===== src/rtl/passcode_lock_pkg.sv =====
// Shared state encoding, key codes and helpers for the keypad passcode lock.
package passcode_lock_pkg;

  typedef enum logic [2:0] {
    ST_IDLE,
    ST_ENTRY,
    ST_CHECK,
    ST_OPEN,
    ST_FAIL,
    ST_LOCKOUT
  } lock_state_t;

  localparam logic [3:0] KEY_ENTER = 4'hA;
  localparam logic [3:0] KEY_BKSP  = 4'hB;
  localparam logic [3:0] KEY_CLR   = 4'hC;

  function automatic int unsigned max2(input int unsigned a, input int unsigned b);
    return (a > b) ? a : b;
  endfunction

endpackage


===== src/rtl/lock_timer.sv =====
// Loadable down-counter shared by the timed lock states; expire flags a count of 1.
module lock_timer #(
  parameter int unsigned TW = 8
) (
  input  logic          clk,
  input  logic          rst_n,
  input  logic          load,
  input  logic [TW-1:0] load_val,
  output logic          expire
);

  logic [TW-1:0] cnt_q;

  always_ff @(posedge clk or negedge rst_n) begin
    if (!rst_n)
      cnt_q <= '0;
    else if (load)
      cnt_q <= load_val;
    else if (cnt_q != '0)
      cnt_q <= cnt_q - TW'(1);
  end

  assign expire = (cnt_q == TW'(1));

endmodule


===== src/rtl/passcode_lock_ctrl.sv =====
// Keypad passcode lock sequencer: digit entry, compare, unlock/fail/lockout timing.
// Optional ENTRY_TIMEOUT_EN: inactivity timeout in ENTRY using ENTRY_TO_CYC.
module passcode_lock_ctrl #(
  parameter int unsigned PW_LEN       = 4,
  parameter int unsigned MAX_TRIES    = 3,
  parameter int unsigned UNLOCK_CYC   = 50_000_000,
  parameter int unsigned FAIL_CYC     = 10_000_000,
  parameter int unsigned LOCKOUT_CYC  = 250_000_000,
  parameter int unsigned ENTRY_TO_CYC = 250_000_000
) (
  input  logic                           clk,
  input  logic                           rst_n,
  input  logic                           key_valid,
  input  logic [3:0]                     key_value,
  input  logic [4*PW_LEN-1:0]            preset_pw,
  output logic [4*PW_LEN-1:0]            entry_digits,
  output logic [PW_LEN-1:0]              entry_mask,
  output logic                           key_ack,
  output logic                           key_err,
  output logic                           unlock,
  output logic                           fail_tone,
  output logic                           alarm,
  output logic [$clog2(MAX_TRIES+1)-1:0] fail_cnt
);
  import passcode_lock_pkg::*;

  localparam int unsigned CW      = $clog2(PW_LEN + 1);
  localparam int unsigned FW      = $clog2(MAX_TRIES + 1);
  localparam int unsigned MAX_CYC = max2(max2(UNLOCK_CYC, FAIL_CYC), max2(LOCKOUT_CYC, ENTRY_TO_CYC));
  // +1 so a *_CYC that is an exact power of two still fits
  localparam int unsigned TW      = $clog2(MAX_CYC + 1);

  lock_state_t         state_q, state_d;
  logic [4*PW_LEN-1:0] entry_q, entry_d;
  logic [CW-1:0]       cnt_q, cnt_d, cnt_m1;
  logic [FW-1:0]       fail_q, fail_d, fail_inc;
  logic                ack_d, err_d;
  logic                tmr_load, tmr_expire;
  logic [TW-1:0]       tmr_val;
  logic                is_digit, is_cmd;

  lock_timer #(.TW(TW)) u_timer (
    .clk      (clk),
    .rst_n    (rst_n),
    .load     (tmr_load),
    .load_val (tmr_val),
    .expire   (tmr_expire)
  );

  assign is_digit = (key_value <= 4'd9);
  assign is_cmd   = (key_value == KEY_ENTER) || (key_value == KEY_BKSP) || (key_value == KEY_CLR);
  assign cnt_m1   = cnt_q - CW'(1);
  assign fail_inc = fail_q + FW'(1);

  always_comb begin
    state_d  = state_q;
    entry_d  = entry_q;
    cnt_d    = cnt_q;
    fail_d   = fail_q;
    ack_d    = 1'b0;
    err_d    = 1'b0;
    tmr_load = 1'b0;
    tmr_val  = '0;
    unique case (state_q)
      ST_IDLE: begin
        if (key_valid) begin
          if (is_digit) begin
            entry_d      = '0;
            entry_d[3:0] = key_value;
            cnt_d        = CW'(1);
            ack_d        = 1'b1;
            state_d      = ST_ENTRY;
          end else if (is_cmd) begin
            err_d = 1'b1;
          end
        end
      end
      ST_ENTRY: begin
        if (key_valid) begin
          if (is_digit) begin
            if (cnt_q < CW'(PW_LEN)) begin
              for (int unsigned i = 0; i < PW_LEN; i++)
                if (CW'(i) == cnt_q) entry_d[4*i +: 4] = key_value;
              cnt_d = cnt_q + CW'(1);
              ack_d = 1'b1;
            end else begin
              err_d = 1'b1;
            end
          end else if (key_value == KEY_BKSP) begin
            for (int unsigned i = 0; i < PW_LEN; i++)
              if (CW'(i) == cnt_m1) entry_d[4*i +: 4] = '0;
            cnt_d = cnt_m1;
            ack_d = 1'b1;
            if (cnt_m1 == '0) state_d = ST_IDLE;
          end else if (key_value == KEY_CLR) begin
            entry_d = '0;
            cnt_d   = '0;
            ack_d   = 1'b1;
            state_d = ST_IDLE;
          end else if (key_value == KEY_ENTER) begin
            if (cnt_q == CW'(PW_LEN)) begin
              ack_d   = 1'b1;
              state_d = ST_CHECK;
            end else begin
              err_d = 1'b1;
            end
          end
        end
`ifdef ENTRY_TIMEOUT_EN
        // a key handled on the expiry cycle reloads the timer instead of timing out
        if (tmr_expire && !ack_d && !err_d) begin
          entry_d = '0;
          cnt_d   = '0;
          state_d = ST_IDLE;
        end
`endif
      end
      ST_CHECK: begin
        entry_d  = '0;
        cnt_d    = '0;
        tmr_load = 1'b1;
        if (entry_q == preset_pw) begin
          fail_d  = '0;
          tmr_val = TW'(UNLOCK_CYC);
          state_d = ST_OPEN;
        end else begin
          fail_d = fail_inc;
          if (fail_inc == FW'(MAX_TRIES)) begin
            tmr_val = TW'(LOCKOUT_CYC);
            state_d = ST_LOCKOUT;
          end else begin
            tmr_val = TW'(FAIL_CYC);
            state_d = ST_FAIL;
          end
        end
      end
      ST_OPEN, ST_FAIL: begin
        if (tmr_expire) state_d = ST_IDLE;
      end
      ST_LOCKOUT: begin
        if (tmr_expire) begin
          fail_d  = '0;
          state_d = ST_IDLE;
        end
      end
      default: state_d = ST_IDLE;
    endcase
`ifdef ENTRY_TIMEOUT_EN
    if ((state_q == ST_IDLE || state_q == ST_ENTRY) && (ack_d || err_d)) begin
      tmr_load = 1'b1;
      tmr_val  = TW'(ENTRY_TO_CYC);
    end
`endif
  end

  always_ff @(posedge clk or negedge rst_n) begin
    if (!rst_n) begin
      state_q <= ST_IDLE;
      entry_q <= '0;
      cnt_q   <= '0;
      fail_q  <= '0;
      key_ack <= 1'b0;
      key_err <= 1'b0;
    end else begin
      state_q <= state_d;
      entry_q <= entry_d;
      cnt_q   <= cnt_d;
      fail_q  <= fail_d;
      key_ack <= ack_d;
      key_err <= err_d;
    end
  end

  always_comb begin
    entry_mask = '0;
    for (int unsigned i = 0; i < PW_LEN; i++)
      entry_mask[i] = (CW'(i) < cnt_q);
  end

  assign entry_digits = entry_q;
  assign fail_cnt     = fail_q;
  assign unlock       = (state_q == ST_OPEN);
  assign fail_tone    = (state_q == ST_FAIL);
  assign alarm        = (state_q == ST_LOCKOUT);

endmodule

===== config.mk =====
export PLATFORM = sky130hd
export DESIGN_NAME = passcode_lock_ctrl
export DESIGN_NICKNAME = d
export VERILOG_FILES = /design/src/rtl/passcode_lock_pkg.sv /design/src/rtl/lock_timer.sv /design/src/rtl/passcode_lock_ctrl.sv
export SDC_FILE = /design/constraint.sdc
export NUM_CORES = 1
export LEC_CHECK = 0
export BUFFER_PORTS_ARGS = -buffer_cell sky130_fd_sc_hd__clkbuf_2
export CAP_MARGIN = 20
export CORE_MARGIN = 2
export CORE_UTILIZATION = 40
export CTS_CLUSTER_DIAMETER = 30
export DETAILED_ROUTE_END_ITERATION = 8
export GPL_TIMING_DRIVEN = 0
export SLEW_MARGIN = 10
export SYNTH_ARGS = -nofsm -noshare
export SYNTH_HDL_FRONTEND = slang
export SYNTH_SLANG_ARGS = --single-unit

===== constraint.sdc =====
create_clock -name clk -period 2.3 [get_ports clk]
set_clock_uncertainty 0.15 [all_clocks]
set_input_delay 0.575 -clock clk [delete_from_list [all_inputs] [get_ports clk]]
set_output_delay 0.575 -clock clk [all_outputs]
set_load 0.03 [all_outputs]

======== Word-level counts from Yosys, hierarchy flattened ========
Cells that the tools add are included.
word-level totals
  logic and storage cells ................. 139
  flip-flop bits (word level) ............. 54
cells by class
  reductions and logical operators ........ 17
  order comparisons ....................... 6
  muxes and demuxes ....................... 65
  $add $sub $neg .......................... 4
  eq/ne operators ......................... 37
operator list
  operator                 number
  $mux W28                 5
  $mux W16                 7
  $mux W3                  16
  $pmux W16 S3             1
  $reduce_and A8 Y1        5
  $mux W4                  8
  $eq A28 B1 Y1 const B    1
  $ne A4 B4 Y1 const B     7
  $reduce_bool A28 Y1      1
  $sub A28 B1 Y28 const B  1
  $mux W1                  21
  $ne A3 B3 Y1 const B     6
  $eq A16 B16 Y1           1
  $eq A2 B3 Y1 const A     4
  $eq A4 B4 Y1 const B     3
  $pmux W3 S4              1
  $eq A3 B3 Y1 const B     3
  $logic_not A3 Y1         3
  $pmux W3 S3              1
  $ne A2 B2 Y1 const B     4
  $eq A1 B3 Y1 const A     2
  $eq A3 B2 Y1 const B     2
  $lt A1 B3 Y1 const A     2
  $lt A2 B3 Y1 const A     2
  17 further kinds         22

======== Logic depth before layout (Yosys ltp) ========
  word-level depth ........................ 8
  mapped depth ............................ 9
  gate-level depth less buffers ........... 7

======== Hierarchy ========
Synthesis repeated with hierarchy kept, for this count alone.
unflattened totals
  cell total of the unflattened synthesis .. 375
  area, all modules ....................... 3559.7 µm²
by module, submodules not included
  module              area an instance (µm²)  instances  seq. area each (µm²)  cells an instance
  passcode_lock_ctrl  1813.0                  1          650.6                 192
  lock_timer          1746.7                  1          700.7                 183

======== Worst setup path after synthesis ========
No wires, ideal clock.
  path kind ............................... reg2reg
  start point ............................. register u_timer.cnt_q[11]
  end point ............................... register u_timer.cnt_q[18]
  path buffers ............................ 2
  cell stages (with the launch flop) ...... 7
  path slack .............................. -235 ps
  library setup time ...................... 82 ps
  required time ........................... 2068 ps
  data arrival time ....................... 2303 ps
  cells stage by stage .................... dfrtp_1 > or4_4 > buf_6 > or4_1 > clkbuf_2 > or4b_1 > a31oi_1
between the ends
  cells in the longest elaborated chain, start to end .. 3
  elaborated cells on any way between the ends .. 5
  those cells by class .................... add/sub: 1; mux: 2; reduce/logical: 2
RTL lines
  what                      RTL line          RTL
  start: declaration        lock_timer.sv:12  logic [TW-1:0] cnt_q;
  start signal: assignment  lock_timer.sv:18  cnt_q <= load_val;
  start signal: assignment  lock_timer.sv:20  cnt_q <= cnt_q - TW'(1);
  $sub A28 B1 Y28           lock_timer.sv:20
  $mux W28                  lock_timer.sv:19  else if (cnt_q != '0)
  $mux W28                  lock_timer.sv:17  else if (load)
Several ways; a longest one is shown, not always the timed one. The select of a mux whose other input is x is not followed.
A chain may end at the register's enable or synchronous reset.

======== Final worst setup path ========
  start point ............................. register u_timer.cnt_q[7]
  end point ............................... register state_q[0]
between the ends
  cells in the longest elaborated chain, start to end .. 3
RTL lines
  what                                RTL line                   RTL
  $eq A28 B1 Y1                       lock_timer.sv:23           assign expire = (cnt_q == TW'(1));
  $ne A2 B1 Y1 (no source line)       -
  $reduce_and A8 Y1 (no source line)  -
  end signal: assignment              passcode_lock_ctrl.sv:165  state_q <= state_d;
  end: declaration                    passcode_lock_ctrl.sv:33   lock_state_t state_q, state_d;
No other way between the ends.

==> results by group <==
Logic synthesis
  • Seq cells post-synth: 54
  • Post-synth EDFFs: 0
  • Sequential element share of the synthesized area: 39.9%
  • Top-count cell post-synth: dfrtp_1
  • Synthesis warning total: 0
  • Synth top area cells: dfrtp_1 (40%), xor2_1 (5.2%), mux2_2 (4.3%), ha_1 (3.7%), nand3_1 (2.7%)
  • Post-synthesis area per instance: 9.40 um2
  • Synth Cell Area: 3380 um2
  • Yosys top cell by area: dfrtp_1
  • Syn Nets: 393
  • Netlist cell types: 62
  • Async set-reset flop share out of synthesis: 100%
  • Synth top cells by count: dfrtp_1 (54), nor2_1 (23), nand2_1 (22)
  • Synth Flop Type: dfrtp_1
  • Mapped Cells: 360
  • Yosys top cell area share: 39.9%

Routing
  • DR pass1 iterations: 5
  • Remaining DRCs: 0
  • DRT iter0 DRCs: 110
  • Via/cell ratio: 5.56
  • Detail Route Antenna Nets: 0
  • Vias: 3101
  • Avg WL per Cell: 16.7 um
  • Final wirelength: 9330 um

Job
  • Maxcap violations: 0

Worst setup path
  • R2R depth: 5
  • CP Max Fanout: 4
  • Crit path capture type: register
  • Worst EP arrival: 2530 ps
  • Crit Path Category: register to register
  • WP data required: 2350 ps
  • CP startpoint kind: register

Timing
  • Final Hold Fails: 0
  • Pins Over Slew Limit: 0
  • WHS: 193 ps
  • Top achievable clock speed: 0.403 GHz
  • Fin crit share: 108%
  • Final Setup Violations: 20
  • RSZ-0062 raised after global routing: true
  • Final min period: 2480 ps
  • Measured slew at the worst slew-check pin: 770 ps
  • Slew HR: 48.7%
  • Final worst slack: -180 ps

Power and ir drop
  • Logic pwr share: 47.4%
  • Net load switching power: 0.00194 W
  • Power share of the clock group: 17.4%
  • Power per cell area: 1000 nW/um2
  • Internal power: 0.00265 W
  • VDD IR max: 643 uV
  • Flop pwr share: 35.2%
  • Sw Share: 42.2%
  • LEAKAGE: 2.03 nW

CTS
  • Clock Tree Buf Depth: 2
  • H-Tree Depth: 2
  • Post-CTS Hold Buffers: 0
  • CTS tree: done
  • Reg clk slew, reported paths: 110 ps
  • Clock sink count: 54
  • Inserted Clock Buffers: 5
  • Clock Root Buffer: clkbuf_8
  • Worst skew pair latency: 310 ps

Finish
  • # diodes: 0
  • Nets: 485
  • Synth-to-layout area growth: 35.2%
  • Fraction of layout cells with a size suffix above 1: 40.0%

GRT
  • Vias in the first global route: 2999
  • First-pass GRT wire length: 14700 um
  • Largest net degree at the start of global routing: 55
  • Tot GR Track Use: 20.5%
  • Initial antenna violation count: 0
  • Total grt overflow: 0

Placement
  • Setup WS pre-CTS: -847 ps
  • DP HPWL: 6100 um
  • Port bufs: 49
  • GPL Wtd Cong: 0.880

Floorplan
  • Rows: 33
  • Die H: 96.0 um
  • Initial Util: 41.2%
  • CORE AREA: 8220 um2
  • Die Wd: 96.0 um
  • I/O pin count: 50
  • Die footprint: 9210 um2

Status
  • Failing checks: negative setup slack
  • Outcome: finished, violations left

Hold path
  • Min-Delay Path Class: primary input to async pin
==> power by group through the flow <==
stage | logic (W) | clock network, W | registers [W]
2_1_floorplan | 0.00112 | 0 | 0.00179
3_5_place_dp | 0.00184 | 0 | 0.00160
3_3_place_gp | 0.00182 | 0 | 0.00159
4_1_cts | 0.00199 | 0.000812 | 0.00160
6_report | 0.00218 | 0.000799 | 0.00162
5_1_grt | 0.00238 | 0.000848 | 0.00166
==> flip-flops by register name, summed over array words and instances (netlist names) <==
name,cells
key_ack,1
cnt_q,3
entry_digits,16
state_q,3
key_err,1
fail_cnt,2
u_timer.cnt_q,28
==> path summary, 6_finish.rpt <==
check	startpoint	end	slack [ps]
hold reg to reg	entry_digits[1]	entry_digits[1]	410
min in group clk	key_valid	key_err	390
max in group asynchronous	rst_n	cnt_q[1]	1260
hold / removal	rst_n	u_timer.cnt_q[6]	190
setup / recovery	u_timer.cnt_q[7]	state_q[0]	-180
setup reg to reg	u_timer.cnt_q[7]	state_q[0]	-180
==> per-stage QoR <==
| stage | total power [W] | cell area, um2 | std cells | util (%) | setup TNS [ps] |
|---|---|---|---|---|---|
| 2_1_floorplan | 0.00292 | 3400 | 360 | - | -784 |
| 3_3_place_gp | 0.00341 | 3770 | 514 | 45.9 | -21960 |
| 3_5_place_dp | 0.00345 | 3770 | 514 | 45.9 | -20680 |
| 4_1_cts | 0.00440 | 4290 | 542 | 52.2 | -1160 |
| 5_1_grt | 0.00489 | 4570 | 558 | 55.7 | -3580 |
| 6_report | 0.00460 | 4570 | 558 | 55.7 | -1410 |
==> kinds of logic (layout without fill, tap and decap cells) <==
group | count (synthesis) | in the layout | share of synthesized area (%)
xor gates and xnor gates | 27 | 27 | 6.99
DFF | 54 | 54 | 39.9
muxes | 22 | 22 | 7.03
AOI/OAI and AO/OA | 67 | 67 | 12.9
and+or+nand+nor | 148 | 148 | 25.4
adders and majority gates | 10 | 10 | 3.70
buffers and inverters | 32 | 125 | 3.99
==> placed cells by master, fill, tap and decap left out, drive strengths merged, types with 4 or more instances in the layout <==
| cell type | netlist | routed |
|---|---|---|
| a21oi | 12 | 12 |
| a31oi | 4 | 4 |
| and2 | 8 | 8 |
| and3 | 6 | 6 |
| buf | 4 | 46 |
| clkbuf | 12 | 61 |
| dfrtp | 54 | 54 |
| ha | 10 | 10 |
| inv | 16 | 16 |
| mux2 | 14 | 14 |
| mux2i | 8 | 8 |
| nand2 | 22 | 22 |
| nand2b | 5 | 5 |
| nand3 | 18 | 18 |
| nand3b | 5 | 5 |
| nand4 | 4 | 4 |
| nor2 | 23 | 23 |
| nor3 | 6 | 6 |
| nor4 | 12 | 12 |
| o211ai | 4 | 4 |
| o21ai | 21 | 21 |
| or2 | 7 | 7 |
| or3 | 10 | 10 |
| or4 | 7 | 7 |
| xnor2 | 7 | 7 |
| xor2 | 20 | 20 |
==> timing repair <==
item,4_1_cts,5_1_grt
buffers inserted,21,18
setup endpoints to repair,51,52
pin swaps,17,22
resized for setup,48,55
cloned,1,0
==> critical path, stage by stage (launching register included) <==
cell and delay, ps:
dfrtp_1 450, or4_4 580, nor4_4 340, nand3_2 160, a221oi_2 330, mux2_1 350
==> layer usage <==
layer	share of wire [%]	track usage (%)	wire length, um
met5	0	0	0
met1	45	27.0	4150
met2	50	34.7	4710
met4	1.4	5.95	133
met3	3.6	3.21	335
==> layout make-up <==
class	instances	area, um2
plain buffers	12	81.3
clock buffers	6	82.6
clock inverters	2	60.1
fillers	738	3640
inverters	16	60.1
multi-input cells	274	2200
flip-flops and latches	54	1360
well taps	105	131
repair buffers	89	597
Power figures use the tool's default switching activity.
